<file path="src/rtl/udp_tx_pack_pkg.sv">
// rtl/udp_tx_pack_pkg.sv - shared constants, state encoding and nibble select for the tx packer
package udp_tx_pack_pkg;

    localparam int PKT_WORDS_DEF  = 16;
    localparam int DEPTH_LOG2_DEF = 6;

    typedef enum logic [1:0] {
        ST_IDLE  = 2'd0,
        ST_ARMED = 2'd1,
        ST_SEND  = 2'd2
    } pack_state_e;

    // Nibble order is the inverse of the rx 4-to-16 assembler: [11:8],[15:12],[3:0],[7:4]
    function automatic logic [3:0] nibble_sel(input logic [15:0] word, input logic [1:0] idx);
        logic [3:0] nib;
        case (idx)
            2'd0:    nib = word[11:8];
            2'd1:    nib = word[15:12];
            2'd2:    nib = word[3:0];
            default: nib = word[7:4];
        endcase
        return nib;
    endfunction

endpackage

</file>
<file path="src/rtl/udp_tx_pack_word_ram.sv">
// rtl/udp_tx_pack_word_ram.sv - simple dual-port word memory, synchronous write, asynchronous read
module udp_tx_pack_word_ram #(
    parameter int ADDR_W = 6,
    parameter int DATA_W = 16
) (
    input  logic              phy_clk_tx,
    input  logic              wr_en,
    input  logic [ADDR_W-1:0] wr_addr,
    input  logic [DATA_W-1:0] wr_data,
    input  logic [ADDR_W-1:0] rd_addr,
    output logic [DATA_W-1:0] rd_data
);

    logic [DATA_W-1:0] mem [2**ADDR_W];

    // Write port; contents are not reset, pointers in the owner define validity
    always_ff @(posedge phy_clk_tx) begin
        if (wr_en) begin
            mem[wr_addr] <= wr_data;
        end
    end

    assign rd_data = mem[rd_addr];

endmodule

</file>
<file path="src/rtl/udp_tx_pack.sv">
// rtl/udp_tx_pack.sv - buffers 16-bit words and serves fixed-size packets as MII nibbles
module udp_tx_pack
    import udp_tx_pack_pkg::*;
#(
    parameter int DEPTH_LOG2 = DEPTH_LOG2_DEF,
    parameter int PKT_WORDS  = PKT_WORDS_DEF
) (
    input  logic                phy_clk_tx,
    input  logic                rst_n,
    input  logic [15:0]         sys_data,
    input  logic                sys_en,
    input  logic                rd_en,
    output logic [3:0]          tx_nibble,
    output logic                empty,
    output logic                pkt_go,
    output logic                full,
    output logic [DEPTH_LOG2:0] level,
    output logic [7:0]          drop_cnt
);

    localparam int CNT_W = $clog2(4 * PKT_WORDS);
    localparam logic [CNT_W-1:0]      LAST_NIB = CNT_W'(4 * PKT_WORDS - 1);
    localparam logic [DEPTH_LOG2:0]   PKT_LVL  = (DEPTH_LOG2 + 1)'(PKT_WORDS);
    localparam logic [DEPTH_LOG2:0]   FULL_LVL = (DEPTH_LOG2 + 1)'(2 ** DEPTH_LOG2);

    pack_state_e           state;
    pack_state_e           state_next;
    logic [DEPTH_LOG2-1:0] wr_ptr;
    logic [DEPTH_LOG2-1:0] rd_ptr;
    logic [1:0]            nib_idx;
    logic [CNT_W-1:0]      pkt_cnt;
    logic [15:0]           rd_word;
    logic                  serve;
    logic                  pop;
    logic                  wr_accept;
    logic                  drop;

    // A nibble is served only while a packet is armed or in flight; the last nibble of a word pops it
    assign serve     = rd_en && ((state == ST_ARMED) || (state == ST_SEND));
    assign pop       = serve && (nib_idx == 2'd3);
    assign full      = (level == FULL_LVL);
    assign wr_accept = sys_en && (!full || pop);
    assign drop      = sys_en && full && !pop;

    udp_tx_pack_word_ram #(
        .ADDR_W (DEPTH_LOG2),
        .DATA_W (16)
    ) u_word_ram (
        .phy_clk_tx (phy_clk_tx),
        .wr_en      (wr_accept),
        .wr_addr    (wr_ptr),
        .wr_data    (sys_data),
        .rd_addr    (rd_ptr),
        .rd_data    (rd_word)
    );

    // Buffer pointers, occupancy and saturating drop counter
    always_ff @(posedge phy_clk_tx) begin
        if (!rst_n) begin
            wr_ptr   <= '0;
            rd_ptr   <= '0;
            level    <= '0;
            drop_cnt <= '0;
        end else begin
            if (wr_accept) begin
                wr_ptr <= wr_ptr + DEPTH_LOG2'(1);
            end
            if (pop) begin
                rd_ptr <= rd_ptr + DEPTH_LOG2'(1);
            end
            if (wr_accept && !pop) begin
                level <= level + (DEPTH_LOG2 + 1)'(1);
            end else if (pop && !wr_accept) begin
                level <= level - (DEPTH_LOG2 + 1)'(1);
            end
            if (drop && (drop_cnt != 8'hFF)) begin
                drop_cnt <= drop_cnt + 8'd1;
            end
        end
    end

    // Packer state register
    always_ff @(posedge phy_clk_tx) begin
        if (!rst_n) begin
            state <= ST_IDLE;
        end else begin
            state <= state_next;
        end
    end

    // Next-state decode and status flags
    always_comb begin
        state_next = state;
        empty      = 1'b0;
        pkt_go     = 1'b0;
        case (state)
            ST_IDLE: begin
                empty = 1'b1;
                if (level >= PKT_LVL) begin
                    state_next = ST_ARMED;
                end
            end
            ST_ARMED: begin
                pkt_go = 1'b1;
                if (serve) begin
                    state_next = ST_SEND;
                end
            end
            ST_SEND: begin
                if (serve && (pkt_cnt == LAST_NIB)) begin
                    state_next = ST_IDLE;
                end
            end
            default: begin
                state_next = ST_IDLE;
            end
        endcase
    end

    // Nibble index, per-packet nibble count and registered output nibble
    always_ff @(posedge phy_clk_tx) begin
        if (!rst_n) begin
            nib_idx   <= '0;
            pkt_cnt   <= '0;
            tx_nibble <= '0;
        end else begin
            if (serve) begin
                nib_idx   <= nib_idx + 2'd1;
                tx_nibble <= nibble_sel(rd_word, nib_idx);
            end
            if (state_next == ST_IDLE) begin
                pkt_cnt <= '0;
            end else if (serve) begin
                pkt_cnt <= pkt_cnt + CNT_W'(1);
            end
        end
    end

endmodule

</file>
<file path="config.mk">
export PLATFORM = sky130hd
export DESIGN_NAME = udp_tx_pack
export DESIGN_NICKNAME = d
export VERILOG_FILES = /design/src/rtl/udp_tx_pack_pkg.sv /design/src/rtl/udp_tx_pack_word_ram.sv /design/src/rtl/udp_tx_pack.sv
export SDC_FILE = /design/constraint.sdc
export NUM_CORES = 1
export LEC_CHECK = 0
export BUFFER_PORTS_ARGS = -buffer_cell sky130_fd_sc_hd__buf_4
export CAP_MARGIN = 20
export CORE_ASPECT_RATIO = 1.75
export CORE_MARGIN = 2
export CORE_UTILIZATION = 55
export CTS_CLUSTER_DIAMETER = 120
export DETAILED_ROUTE_END_ITERATION = 12
export PLACE_DENSITY = 0.73
export SYNTH_ARGS = -nofsm -noshare
export SYNTH_HDL_FRONTEND = slang
export SYNTH_HIERARCHICAL = 1
export SYNTH_SLANG_ARGS = --single-unit
</file>
<file path="constraint.sdc">
create_clock -name phy_clk_tx -period 4.49 [get_ports phy_clk_tx]
set_clock_uncertainty 0.2 [all_clocks]
set_input_delay 0 -clock phy_clk_tx [delete_from_list [all_inputs] [get_ports phy_clk_tx]]
set_output_delay 0 -clock phy_clk_tx [all_outputs]
set_load 0.1 [all_outputs]
</file>
==> results of run 1 <==
-- worst register-to-register path: stages (launching register included) --
cell and delay [ps]:
dfxtp_4 640, buf_12 290, buf_12 270, mux4_2 550, mux2_2 290, a221oi_1 690
a311oi_1 130, a222oi_1 340, o21ai_0 130, nand2_1 90, a21oi_1 80
-- cell families after synthesis --
family,Yosys count,synth area share
AOI/OAI and AO/OA,189,0.03241
xor gates and xnor gates,17,0.003544
adders and majority gates,21,0.006433
buffers and inverters,127,0.01963
DFF,1065,0.7515
muxes,343,0.1496
and+or+nand+nor,314,0.03687
-- metrics by stage --
step	hold slack [ps]	util	cell area (um^2)
finish	57.06	0.6163	46810
detailed placement	179.0	0.5777	43880
global route	80.32	0.6163	46810
floorplan	-101.1	-	42010
global placement	168.0	0.5777	43880
CTS	23.18	0.6163	46810
-- flip-flops by register name (all words and copies together), names as in the netlist --
name            cells
drop_cnt            8
level               7
nib_idx             2
pkt_cnt             6
rd_ptr              6
state               2
tx_nibble           4
u_word_ram/mem   1024
wr_ptr              6
-- repair_timing --
item	in CTS	in global routing
hold buffers	20	0
gates resized for setup	0	0
hold endpoints to repair	1065	0
-- layout by cell type (no fill, tap or decap), drive strengths merged, types with 11 or more instances in the layout --
master / instances
mux4: 224
inv: 18
a31oi: 11
clkinv: 37
a21oi: 39
a221oi: 16
nand2: 93
mux2: 27
nand4: 21
mux2i: 92
nor2: 91
xor2: 11
clkbuf: 102
dlygate4sd3: 20
a22oi: 39
nor2b: 30
edfxtp: 1024
buf: 161
o21ai: 17
nand3: 30
ha: 20
a211oi: 11
dfxtp: 41
-- area by class of cell --
type                       instances  area [um^2]
antenna                            1        2.502
clock inverter                    54        499.2
sequential                      1065        31580
clock buffer                     102         2232
timing repair buffer             181         1534
multi-input combinational        884         9632
fill                            5116        29140
tap                             1020         1276
inverter                          14        52.55
-- per-layer routing --
layer | GRT usage | share of wire | vias up | routed length, um
li1 | - | - | 8871 | -
met1 | 0.3061 | 0.34 | 11200 | 34720
met2 | 0.4658 | 0.54 | 907 | 54190
met3 | 0.03735 | 0.060 | 229 | 6101
met4 | 0.1460 | 0.059 | 2 | 6008
met5 | 0 | 0.00014 | - | 14
-- where the power goes --
group | total, uW | switching (uW) | leakage [uW] | internal, uW
sequential | 11100 | 92.2 | 0.00955 | 11000
combinational | 1200 | 881 | 0.00344 | 317
clock | 7400 | 3450 | 0.00133 | 3940
total | 19700 | 4430 | 0.0143 | 15200
-- cells in the mapped netlist (all sizes together), types with 16 or more instances --
| library cell | number | share of area |
|---|---|---|
| nand3 | 30 | 0.0036 |
| mux2i | 92 | 0.022 |
| clkbuf | 33 | 0.0031 |
| o21ai | 17 | 0.0020 |
| a21oi | 39 | 0.0046 |
| mux4 | 224 | 0.12 |
| mux2 | 27 | 0.0072 |
| a221oi | 16 | 0.0033 |
| nor2 | 91 | 0.0083 |
| nand2 | 93 | 0.0085 |
| ha | 20 | 0.0060 |
| nor2b | 30 | 0.0045 |
| nand4 | 21 | 0.0031 |
| dfxtp | 41 | 0.020 |
| a22oi | 39 | 0.0070 |
| edfxtp | 1024 | 0.73 |
| buf | 80 | 0.015 |
-- worst paths after layout --
path                        startpoint                         to  slack (ps)  cells past startpoint
max reg2reg     rd_ptr[0]$_SDFFE_PN0N_  tx_nibble[0]$_SDFFE_PN0P_         660                     10
max             rd_ptr[0]$_SDFFE_PN0N_  tx_nibble[0]$_SDFFE_PN0P_         660                     10
min reg2reg  tx_nibble[2]$_SDFFE_PN0P_  tx_nibble[2]$_SDFFE_PN0P_         290                      2
min                              rst_n   drop_cnt[5]$_SDFFE_PN0P_          60                      4
==> impl_metrics.csv, run 1 <==
group,metric,value,unit
yosys,synth-edff-count,1024,
timing,slew_violations,0,
drt,firstDrtPassIters,8,
clocking,postCtsSetupBuffers,0,
power,p_leak,0.01432,uW
timing,finalCritPeriodShare,0.8536,
clocking,clkSlewWorstSetupHoldPaths,70,ps
yosys,ys.flop_type,"edfxtp_1",
clocking,cts_sinks,1065,
worst_hold_path,hold_class,"primary input to register",
placement,place_inst,3144,
timing,worst_slack,657.4,ps
floorplanning,start_util,0.5531,
yosys,synthDistinctLibCells,66,
critical_path,cp_slowest_cell,"a221oi_1",
final_layout,drive_above_1_share,0.2430,
drt,drt-total-wl,101000,um
critical_path,cp-end-kind,"register",
timing,fmax,260.9,MHz
placement,dp_hpwl,62600,um
grt,first_global_vias,21610,
timing,fin_tns_setup,0,ps
yosys,synth_area,42010,um^2
clocking,clockBufferDepth,3,
grt,track_usage,0.2630,
clocking,clk_latency,680,ps
grt,antenna_found_initial,2,
grt,gr-total-overflow,0,
placement,io_buffer_count,41,
power,total_power,19680,uW
timing,slew_headroom,0.2644,
yosys,postSynth.asyncResetShare,0,
floorplanning,rows,134,
yosys,syn_inst,2076,
drt,wl_per_cell,30.42,um
critical_path,cpLargestDelayFamily,"compound AO/OA/AOI/OAI gates",
timing,hold_viol_final,0,
drt,ant_nets,0,
grt,grt_max_degree,65,
critical_path,crit_chain,"buf_12, buf_12, mux4_2, mux2_2, a221oi_1, a311oi_1, a222oi_1, o21ai_0, nand2_1, a21oi_1",
critical_path,path_buf_inv,2,
clocking,cts_tree,"done",
grt,grt_pass1_wl,146100,um
critical_path,path_class,"register to register",
critical_path,path_common_cell,"buf_12",
power,vdd.ir_drop.worst,422.9,uV
timing,setup_viol,0,
timing,worst_slew_pin_slew,1095,ps
clocking,cts_made_buffers,86,
critical_path,critPathArrivalTime,4170,ps
timing,rsz0062_at_grt,"false",
timing,period_needed,3833,ps
floorplanning,fp.dieW,212.9,um
floorplanning,pin_count,42,
final_layout,fin_cells,3321,
final_layout,finalNetCount,2273,
drt,drt_first_iter_violations,2421,
clocking,clock-root-buffer,"clkbuf_16",
floorplanning,core,75950,um^2
critical_path,cp_max_fo,27,
clocking,htreeDepth,3,
run_status,outcome,"completed",
yosys,ys_ff_latch,1065,
yosys,synth_area_per_cell,20.24,um^2
critical_path,slowest_delay,690,ps
floorplanning,design.die.area,78690,um^2
floorplanning,die_h,369.6,um
drt,drc,0,
yosys,synth_fp_nets,2117,
placement,place_congestion,0.9710,
yosys,yosys_warnings,6,
final_layout,syn_to_final_growth,11.43,%
placement,place_ws,757.0,ps
drt,dr_total_vias,21200,
yosys,synth-seq-area-share,0.7515,
critical_path,worst-endpoint-required,4830,ps
flow_run,cap_violations,0,
drt,via_per_inst,6.385,
critical_path,startpoint_type,"register",
power,power_density,420.3,nW/um^2
(Power assumes the default switching activity.)
==> run 2: changes to the inputs <==
- CTS_BUF_LIST: not set -> sky130_fd_sc_hd__clkbuf_8
==> run 2 against run 1 <==
First-iteration DRC count shrank 8.3%. Cell count grew 3.0%. Highest routed layer is now met4. Design area grew 0.12%. Fmax shrank 0.90%. Sequential share of layout area shrank 0.079 points. Global-route usage is essentially flat. Total power shrank 1.2%. Register-to-register slack lost 30 ps. Sequential cell count is the same. Setup slack lost 35 ps.
==> impl_metrics.csv, run 2 (synthesis gave the netlist of run 1 again) <==
group,metric,value,unit
run_status,outcome,"completed",
flow_run,cap_violations,0,
grt,track_usage,0.2634,
critical_path,cp_max_fo,41,
drt,ant_nets,0,
worst_hold_path,hold_class,"primary input to register",
power,pwr-share-comb,0.062,
timing,period_needed,3868,ps
power,total_power,19430,uW
grt,grt_pass1_wl,146300,um
final_layout,reg_top3,"u_word_ram/mem (1024), drop_cnt (8), level (7)",
power,vdd.ir_drop.worst,543.0,uV
timing,finalCritPeriodShare,0.8614,
clocking,htreeDepth,4,
drt,wl_per_cell,29.51,um
power,power.internal,15000,uW
power,power_density,414.6,nW/um^2
power,clockPowerShare,0.368,
critical_path,rr_worst_depth,11,
power,p_sw,4431,uW
critical_path,worst-endpoint-required,4970,ps
critical_path,cp_slowest_cell,"dfxtp_4",
drt,drt-total-wl,100900,um
timing,worst_slew_pin_slew,1101,ps
drt,via_per_inst,6.337,
final_layout,syn_to_final_growth,11.56,%
drt,drt_first_iter_violations,2220,
clocking,cts_tree,"done",
clocking,clk_latency,790,ps
floorplanning,start_util,0.5531,
power,p_seq_frac,0.570,
final_layout,top_register,"u_word_ram/mem",
clocking,cts_sinks,1065,
floorplanning,die_h,369.6,um
clocking,clkSlewWorstSetupHoldPaths,70,ps
clocking,cts_made_buffers,143,
critical_path,path_class,"register to register",
worst_hold_path,hold_path_depth,5,
timing,fmax,258.6,MHz
critical_path,slowest_delay,770,ps
timing,slew_violations,0,
final_layout,drive_above_1_share,0.2549,
drt,firstDrtPassIters,6,
timing,setup_viol,0,
timing,slew_headroom,0.2660,
placement,dp_hpwl,62600,um
floorplanning,pin_count,42,
timing,hold_viol_final,0,
placement,place_congestion,0.9710,
floorplanning,fp.dieW,212.9,um
drt,dr_total_vias,21670,
critical_path,cp-end-kind,"register",
final_layout,layout_common_cells,"edfxtp_1, mux4_2, buf_4",
final_layout,layout_commonest_cell,"edfxtp_1",
power,p_leak,0.01454,uW
final_layout,largest_reg_flops,1024,
grt,grt_max_degree,65,
grt,antenna_found_initial,3,
timing,fin_tns_setup,0,ps
timing,rsz0062_at_grt,"false",
critical_path,crit_chain,"buf_12, buf_4, mux4_2, mux2i_1, a22oi_1, a31oi_1, a311oi_1, a222oi_1, o21ai_0, nand2_1, a21oi_1",
critical_path,r2r_slack,620,ps
placement,io_buffer_count,41,
power,p_sw_frac,0.2280,
clocking,post_cts_resized,0,
clocking,clockBufferDepth,3,
grt,gr-total-overflow,0,
grt,first_global_vias,22050,
floorplanning,rows,134,
critical_path,critPathArrivalTime,4350,ps
drt,drc,0,
clocking,clock-root-buffer,"clkbuf_8",
floorplanning,design.die.area,78690,um^2
final_layout,finalNetCount,2334,
floorplanning,core,75950,um^2
final_layout,fill_cells,5184,
critical_path,startpoint_type,"register",
clocking,cts_hold_buf,23,
clocking,postCtsSetupBuffers,0,
-- run 2: cell count changes in the layout (fill, tap and decap cells not counted), sizes merged, moves of 2 or more --
| cell | previous run | this run |
|---|---|---|
| bufinv | 6 | 11 |
| inv | 18 | 51 |
| clkinvlp | 7 | 5 |
| dlygate4sd3 | 20 | 23 |
| clkbuf | 102 | 148 |
| clkinv | 37 | 48 |
-- run 2: stage by stage --
stage               setup slack (ps)  utilization  area, um^2  hold WS, ps  std cells
floorplan                      447.5            -       42010       -101.1       2076
global placement               828.7       0.5777       43880        168.0       3144
detailed placement             757.0       0.5777       43880        179.0       3144
CTS                            756.6       0.6169       46860        2.067       3416
global route                   522.5       0.6170       46860        58.66       3418
finish                         622.5       0.6171       46870        68.57       3419
-- run 2: path summary, 6_finish.rpt --
kind / start / end
worst min register to register: tx_nibble[2]$_SDFFE_PN0P_ / tx_nibble[2]$_SDFFE_PN0P_
worst max register to register: rd_ptr[2]$_SDFFE_PN0N_ / tx_nibble[3]$_SDFFE_PN0P_
worst min-delay path: rd_en / pkt_cnt[2]$_SDFFE_PP0P_
worst max-delay path: rd_ptr[2]$_SDFFE_PN0N_ / tx_nibble[3]$_SDFFE_PN0P_
-- run 2: power groups by stage --
stage | Clock, uW | Sequential [uW] | Combinational (uW)
after floorplan | 0 | 11500 | 520
after global placement | 0 | 11300 | 1130
after detailed placement | 0 | 11300 | 1170
after CTS | 7260 | 11100 | 1190
after global routing | 7640 | 11100 | 1270
final | 7150 | 11100 | 1200
-- run 2: critical path: cells and delay by family (launching register included) --
family	cells	cell delay, ps
AOI/OAI and AO/OA	6	1660
buffers and inverters	2	650
DFF	1	770
muxes	2	340
and+or+nand+nor	1	80
-- run 2: area by class of cell --
class / count / area, um^2 / area share
clock inverters: 101 / 711.9 / 0.01519
multi-input cells: 884 / 9632 / 0.2055
repair buffers: 185 / 1569 / 0.03348
clock buffers: 148 / 2037 / 0.04346
inverters: 14 / 52.55 / 0.001121
diodes: 2 / 5.005 / 0.0001068
well taps: 1020 / 1276 / 0.02723
flip-flops and latches: 1065 / 31580 / 0.6739
-- run 2: per-layer routing --
layer | global-route usage | wire (um) | part of all wire
met5 | 0 | 0 | 0
met1 | 0.3019 | 34140 | 0.34
met3 | 0.04405 | 6514 | 0.065
met2 | 0.4691 | 54190 | 0.54
met4 | 0.1405 | 6039 | 0.060
